==> src/rtl/divider_pkg.sv <==
// Shared types and helpers for the multi-cycle radix-2 restoring divider.
package divider_pkg;

  typedef enum logic [1:0] {PH_LOAD, PH_ITER, PH_DONE} phase_e;

  // Upper bound on supported XLEN; sext32 is sized to this and truncated at the call site.
  localparam int MAX_W = 128;

  function automatic int iterations(input logic word, input int width);
    return word ? 32 : width;
  endfunction

  function automatic logic [MAX_W-1:0] sext32(input logic [31:0] x);
    return {{(MAX_W-32){x[31]}}, x};
  endfunction

endpackage

==> src/rtl/adder.sv <==
// Plain ripple/inferred adder with carry in and carry out.
module adder #(
  parameter int width = 64
) (
  input  logic [width-1:0] a,
  input  logic [width-1:0] b,
  input  logic             cin,
  output logic [width-1:0] sum,
  output logic             cout
);
  assign {cout, sum} = {1'b0, a} + {1'b0, b} + {{width{1'b0}}, cin};
endmodule

==> src/rtl/divider_step.sv <==
// One restoring-division step: shift {rem, dvd} left, trial-subtract divisor, select.
module divider_step #(
  parameter int width = 64
) (
  input  logic [width:0]   rem,
  input  logic [width-1:0] dvd,
  input  logic [width-1:0] dvs,
  output logic [width:0]   rem_nxt,
  output logic [width-1:0] dvd_nxt
);
  logic [width:0] sh, diff;
  logic           no_borrow;
  logic           unused_rem_msb;

  // The partial remainder is always below the divisor, so its MSB is zero before the shift.
  assign unused_rem_msb = rem[width];
  assign sh = {rem[width-1:0], dvd[width-1]};

  adder #(.width(width+1)) u_sub (
    .a   (sh),
    .b   (~{1'b0, dvs}),
    .cin (1'b1),
    .sum (diff),
    .cout(no_borrow)
  );

  assign rem_nxt = no_borrow ? diff : sh;
  assign dvd_nxt = {dvd[width-2:0], no_borrow};
endmodule

==> src/rtl/divider_multi_cycle.sv <==
// Multi-cycle radix-2 restoring divider for RISC-V DIV/REM (and W variants), one bit per clock.
// DIVIDER_EARLY_OUT_EN: finish on the LOAD edge for divide-by-zero or |dividend| < |divisor|.
module divider_multi_cycle
  import divider_pkg::*;
#(
  parameter int width = 64
) (
  input  logic             clock,
  input  logic             reset,
  input  logic             start,
  input  logic             word,
  input  logic             is_signed,
  input  logic [width-1:0] arg1,
  input  logic [width-1:0] arg2,
  output logic             busy,
  output logic [width-1:0] quotient,
  output logic [width-1:0] remainder
);
  localparam int CW  = $clog2(width + 2);
  localparam int WSH = (width > 32) ? width - 32 : 0;

  logic [CW-1:0]    i, i_nxt;
  logic [width:0]   rem, rem_n;
  logic [width-1:0] dvd, dvd_n, dvs;
  logic             neg_q, neg_r, dz, word_q;
  phase_e           phase;
  logic             last, early;

  logic [width-1:0] a1x, a2x, mag1, mag2;
  logic             s1, s2;
  logic [width-1:0] q_m, q_s, r_m, r_s, q_res, r_res;

  function automatic logic [width-1:0] ext32(input logic [31:0] x);
    return width'(sext32(x));
  endfunction

  function automatic logic [width-1:0] extend(input logic [width-1:0] x, input logic w,
                                             input logic s);
    logic [31:0] lo;
    lo = 32'(x);
    if (!w) return x;
    return s ? ext32(lo) : width'(lo);
  endfunction

  // Operand conditioning, only consumed on the LOAD edge.
  always_comb begin
    a1x  = extend(arg1, word, is_signed);
    a2x  = extend(arg2, word, is_signed);
    s1   = is_signed & a1x[width-1];
    s2   = is_signed & a2x[width-1];
    mag1 = s1 ? -a1x : a1x;
    mag2 = s2 ? -a2x : a2x;
`ifdef DIVIDER_EARLY_OUT_EN
    early = (a2x == '0) || (mag1 < mag2);
`else
    early = 1'b0;
`endif
  end

  always_comb begin
    phase = PH_ITER;
    if (i == '0)                                    phase = PH_LOAD;
    else if (i == CW'(iterations(word_q, width) + 1)) phase = PH_DONE;
    last = (phase == PH_ITER) && (i == CW'(iterations(word_q, width)));
    busy = start && (phase != PH_DONE);
  end

  always_comb begin
    i_nxt = i;
    if (!start) i_nxt = '0;
    else begin
      unique case (phase)
        PH_LOAD: i_nxt = early ? CW'(iterations(word, width) + 1) : CW'(1);
        PH_ITER: i_nxt = i + CW'(1);
        default: i_nxt = i;
      endcase
    end
  end

  divider_step #(.width(width)) u_step (
    .rem    (rem),
    .dvd    (dvd),
    .dvs    (dvs),
    .rem_nxt(rem_n),
    .dvd_nxt(dvd_n)
  );

  // Sign fixup; word results are sign-extended from bit 31 even for unsigned ops.
  always_comb begin
    q_m   = word_q ? width'(dvd_n[31:0]) : dvd_n;
    q_s   = neg_q ? -q_m : q_m;
    r_m   = rem_n[width-1:0];
    r_s   = neg_r ? -r_m : r_m;
    q_res = dz ? '1 : (word_q ? ext32(q_s[31:0]) : q_s);
    r_res = word_q ? ext32(r_s[31:0]) : r_s;
  end

  always_ff @(posedge clock or posedge reset) begin
    if (reset) begin
      i         <= '0;
      rem       <= '0;
      dvd       <= '0;
      dvs       <= '0;
      neg_q     <= 1'b0;
      neg_r     <= 1'b0;
      dz        <= 1'b0;
      word_q    <= 1'b0;
      quotient  <= '0;
      remainder <= '0;
    end else begin
      i <= i_nxt;
      if (start) begin
        unique case (phase)
          PH_LOAD: begin
            rem    <= '0;
            // Word dividends sit in the top 32 bits so bit 31 is the first shifted out.
            dvd    <= word ? (mag1 << WSH) : mag1;
            dvs    <= mag2;
            neg_q  <= s1 ^ s2;
            neg_r  <= s1;
            dz     <= (a2x == '0);
            word_q <= word;
`ifdef DIVIDER_EARLY_OUT_EN
            if (early) begin
              quotient  <= (a2x == '0) ? '1 : '0;
              remainder <= word ? ext32(32'(arg1)) : arg1;
            end
`endif
          end
          PH_ITER: begin
            rem <= rem_n;
            dvd <= dvd_n;
            if (last) begin
              quotient  <= q_res;
              remainder <= r_res;
            end
          end
          default: ;
        endcase
      end
    end
  end
endmodule

==> config.mk <==
export PLATFORM = sky130hd
export DESIGN_NAME = divider_multi_cycle
export DESIGN_NICKNAME = d
export VERILOG_FILES = /design/src/rtl/divider_pkg.sv /design/src/rtl/adder.sv /design/src/rtl/divider_step.sv /design/src/rtl/divider_multi_cycle.sv
export SDC_FILE = /design/constraint.sdc
export NUM_CORES = 1
export LEC_CHECK = 0
export ABC_AREA = 1
export CAP_MARGIN = 25
export CORE_MARGIN = 8
export CORE_UTILIZATION = 60
export CTS_CLUSTER_SIZE = 14
export DETAILED_ROUTE_END_ITERATION = 10
export GPL_ROUTABILITY_DRIVEN = 0
export PLACE_DENSITY = 0.82
export SYNTH_ARGS = -nofsm -noshare
export SYNTH_HDL_FRONTEND = slang
export SYNTH_HIERARCHICAL = 1
export SYNTH_SLANG_ARGS = --single-unit
==> constraint.sdc <==
create_clock -name clock -period 39 [get_ports clock]
set_clock_uncertainty 0.15 [all_clocks]
set_input_delay 11.7 -clock clock [delete_from_list [all_inputs] [get_ports clock]]
set_output_delay 11.7 -clock clock [all_outputs]
set_load 0.01 [all_outputs]
==> metrics.txt <==
# TYPE chip_impl_metric gauge
chip_impl_metric{name="route.detailed.drc",unit=""} 0
chip_impl_metric{name="syn_inst",unit=""} 5231
chip_impl_metric{name="via_count",unit=""} 33400
chip_impl_metric{name="die_width",unit="µm"} 241
chip_impl_metric{name="postLayoutCellArea",unit="µm²"} 34000
chip_impl_metric{name="drv.max_cap_violation_count",unit=""} 0
chip_impl_info{name="criticalPathCategory",value="input pin to output port"} 1
chip_impl_metric{name="clock_tree.buffer_depth",unit=""} 3
chip_impl_metric{name="p_clk_share",unit="%"} 29.6
chip_impl_info{name="critical_path.startpoint",value="start"} 1
chip_impl_metric{name="worstPathRequired",unit="ns"} 27.15
chip_impl_metric{name="grt_pass1_vias",unit=""} 30800
chip_impl_metric{name="fraction_of_power_consumed_by_sequential_logic",unit="%"} 34.7
chip_impl_metric{name="routedWlPerCell",unit="µm"} 17.1
chip_impl_metric{name="timing_max_transition_violations_final",unit=""} 0
chip_impl_metric{name="p_leak",unit="nW"} 18.3
chip_impl_metric{name="clock_insertion_delay_worst_skew",unit="ns"} 0.59
chip_impl_metric{name="coreArea",unit="µm²"} 50100
chip_impl_metric{name="chipHeight",unit="µm"} 241
chip_impl_info{name="worst_setup_path_end_kind",value="output port"} 1
chip_impl_metric{name="hold_viol",unit=""} 0
chip_impl_metric{name="period_share",unit="%"} 66.1
chip_impl_metric{name="initial_standard_cell_utilization_of_the_core",unit="%"} 60.7
chip_impl_metric{name="postCtsSetupRepairBufs",unit=""} 0
chip_impl_metric{name="pwr-share-comb",unit="%"} 35.7
chip_impl_metric{name="vdd_drop_max",unit="mV"} 0.0325
chip_impl_metric{name="io_buffers",unit=""} 261
chip_impl_metric{name="synth.cell_area",unit="µm²"} 30400
chip_impl_metric{name="first_iter_violations",unit=""} 3603
chip_impl_metric{name="number_of_synthesis_warnings",unit=""} 6
chip_impl_metric{name="pin_count",unit=""} 262
chip_impl_metric{name="ctsHtreeMaxLevel",unit=""} 2
chip_impl_metric{name="post_route_cells_drive_above_1_share",unit="%"} 3.64
chip_impl_metric{name="antenna_cells",unit=""} 0
chip_impl_info{name="setup.worst_path.start_class",value="input pin"} 1
chip_impl_metric{name="groute.usage.overall",unit="%"} 34.8
chip_impl_metric{name="grt_first_pass_wirelength",unit="µm"} 161000
chip_impl_metric{name="detailed_place_hpwl",unit="µm"} 80800
chip_impl_metric{name="power",unit="W"} 0.00119
chip_impl_info{name="ctsRootBufferMaster",value="sky130_fd_sc_hd__clkbuf_16"} 1
chip_impl_info{name="hold_removal_path_class",value="flop to flop"} 1
chip_impl_info{name="holdCritStartpoint",value="dvs[49]"} 1
chip_impl_metric{name="post_synth.cell_area_avg",unit="µm²"} 5.81
chip_impl_metric{name="drt_pre_antenna_iters",unit=""} 10
chip_impl_metric{name="internal_power",unit="W"} 0.000715
chip_impl_metric{name="finalCriticalPeriod",unit="ns"} 25.78
chip_impl_metric{name="crit_arrival",unit="ns"} 13.93
chip_impl_metric{name="antenna_found_initial",unit=""} 0
chip_impl_metric{name="area.growth.synth_to_final",unit="%"} 12.0
chip_impl_metric{name="critPathMaxFanout",unit=""} 11
chip_impl_metric{name="clock.fmax",unit="MHz"} 38.8
chip_impl_metric{name="transition_time_at_the_pin_with_the_least_slew_margin",unit="ns"} 1.02
chip_impl_metric{name="finalSetupViolCount",unit=""} 0
chip_impl_metric{name="pre_cts_slack",unit="ns"} 13.31
chip_impl_metric{name="grt_start_max_net_pins",unit=""} 163
chip_impl_metric{name="tns",unit="ns"} 0
chip_impl_metric{name="std_cell_rows",unit=""} 82
chip_impl_metric{name="netSwitchingFraction",unit="%"} 40.1
chip_impl_metric{name="design.die.area",unit="µm²"} 58100
chip_impl_metric{name="power_spent_charging_and_discharging_nets",unit="W"} 0.000479
chip_impl_metric{name="postCtsHoldBufs",unit=""} 0
chip_impl_metric{name="stdcell_count",unit=""} 6029
chip_impl_metric{name="nets",unit=""} 5537
chip_impl_info{name="outcome",value="finished, final reports clean"} 1
chip_impl_info{name="rsz_0062_raised_after_global_routing",value="no"} 1
chip_impl_info{name="r2r_start",value="rem[56]"} 1
chip_impl_metric{name="worst_setup_hold_path_clk_slew",unit="ns"} 0.05
chip_impl_info{name="clock_tree_from_tritoncts",value="built"} 1
chip_impl_metric{name="placed_area",unit="µm²"} 32800
chip_impl_metric{name="power-per-cell-area",unit="nW/µm²"} 35.1
chip_impl_metric{name="num-fill-cells",unit=""} 4716
chip_impl_metric{name="drtAntennaViolNets",unit=""} 0
chip_impl_metric{name="post_drt_via_cell_ratio",unit=""} 5.54
chip_impl_metric{name="timing.max_slew.rel_slack",unit="%"} 32.2
chip_impl_metric{name="cts.sinks",unit=""} 331
chip_impl_metric{name="dp.cells",unit=""} 5963
chip_impl_metric{name="cts_repair_resize_count",unit=""} 0
chip_impl_metric{name="drt_wl_total",unit="µm"} 103000
chip_impl_metric{name="layout_setup_ws",unit="ns"} 13.22
chip_impl_metric{name="leftover_overflow_at_the_end_of_global_routing",unit=""} 0
chip_impl_metric{name="cts_made_buffers",unit=""} 37
-- metal layers --
layer,routed length [µm],vias to the layer above,GRT usage [%],share of wire [%]
li1,-,16300,-,-
met1,37800,15000,40.0,37
met2,48600,1668,59.0,47
met3,8460,442,5.80,8.2
met4,8430,0,24.4,8.2
met5,0,-,0,0
-- worst paths after layout --
check	end	slack (ns)	cells past startpoint
worst max-delay path	busy	13.22	4
worst min-delay path	dvs[49]	0.33	2
worst max register to register	remainder[42]	33.38	25
worst min register to register	dvs[49]	0.33	2
max in group asynchronous	remainder[11]	25.75	3
min in group asynchronous	dvs[61]	11.51	2
-- power groups by stage --
stage | Combinational, W | Sequential (W) | Clock [W]
2_1_floorplan | 0.000313 | 0.000400 | 0
3_3_place_gp | 0.000408 | 0.000418 | 0
3_5_place_dp | 0.000414 | 0.000418 | 0
4_1_cts | 0.000417 | 0.000413 | 0.000355
5_1_grt | 0.000472 | 0.000418 | 0.000369
6_report | 0.000426 | 0.000415 | 0.000353
-- state kept, by name (all words and copies together) (netlist names) --
name and cells:
dz 1, neg_r 1, neg_q 1, i 7
word_q 1, dvs 64, quotient 64, dvd 64
remainder 64, rem 64
-- critical path, stage by stage --
cell	delay (ns)
sky130_fd_sc_hd__clkdlybuf4s50_1	0.92
sky130_fd_sc_hd__inv_1	0.36
sky130_fd_sc_hd__a21oi_4	0.34
sky130_fd_sc_hd__clkdlybuf4s50_1	0.60
-- through the flow --
stage / utilization (%) / hold slack [ns]
global route: 67.9 / 0.342
CTS: 67.9 / 0.330
detailed placement: 65.5 / 0.315
finish: 67.9 / 0.328
global placement: 65.5 / 0.316
floorplan: - / 0.299
-- layout make-up --
class	count	area, µm²	area share, %
timing repair buffer	282	2800	8.24
tap	672	841	2.47
multi-input combinational	3938	18100	53.2
sequential	331	8290	24.4
clock inverter	13	149	0.438
clock buffer	52	1040	3.06
inverter	741	2790	8.21
-- cells in the final DEF (no fill, tap or decap), types with 4 or more instances in the layout --
master / instances
sky130_fd_sc_hd__and2_1: 6
sky130_fd_sc_hd__inv_1: 719
sky130_fd_sc_hd__clkinv_1: 4
sky130_fd_sc_hd__inv_2: 16
sky130_fd_sc_hd__nor2_4: 5
sky130_fd_sc_hd__xnor2_1: 24
sky130_fd_sc_hd__buf_4: 19
sky130_fd_sc_hd__ha_1: 71
sky130_fd_sc_hd__nor2_2: 28
sky130_fd_sc_hd__clkinv_2: 5
sky130_fd_sc_hd__nand4_1: 55
sky130_fd_sc_hd__a21oi_1: 184
sky130_fd_sc_hd__clkbuf_1: 9
sky130_fd_sc_hd__a31oi_1: 29
sky130_fd_sc_hd__o22ai_1: 10
sky130_fd_sc_hd__o211ai_1: 10
sky130_fd_sc_hd__o221ai_1: 7
sky130_fd_sc_hd__o21bai_1: 6
sky130_fd_sc_hd__o21ai_1: 36
sky130_fd_sc_hd__xor2_1: 129
sky130_fd_sc_hd__nand3_2: 9
sky130_fd_sc_hd__nor4_1: 4
sky130_fd_sc_hd__nor3_1: 39
sky130_fd_sc_hd__nand3_1: 364
sky130_fd_sc_hd__nand3b_1: 23
sky130_fd_sc_hd__o31ai_1: 5
sky130_fd_sc_hd__dfrtp_1: 329
sky130_fd_sc_hd__nand2_2: 36
sky130_fd_sc_hd__nand2_1: 1965
sky130_fd_sc_hd__nor2_1: 664
sky130_fd_sc_hd__clkbuf_8: 6
sky130_fd_sc_hd__or2_2: 8
sky130_fd_sc_hd__clkdlybuf4s50_1: 261
sky130_fd_sc_hd__o21ai_0: 190
sky130_fd_sc_hd__clkbuf_16: 37
sky130_fd_sc_hd__nor3_2: 6
Note: power is estimated with default switching activity, not from simulation.
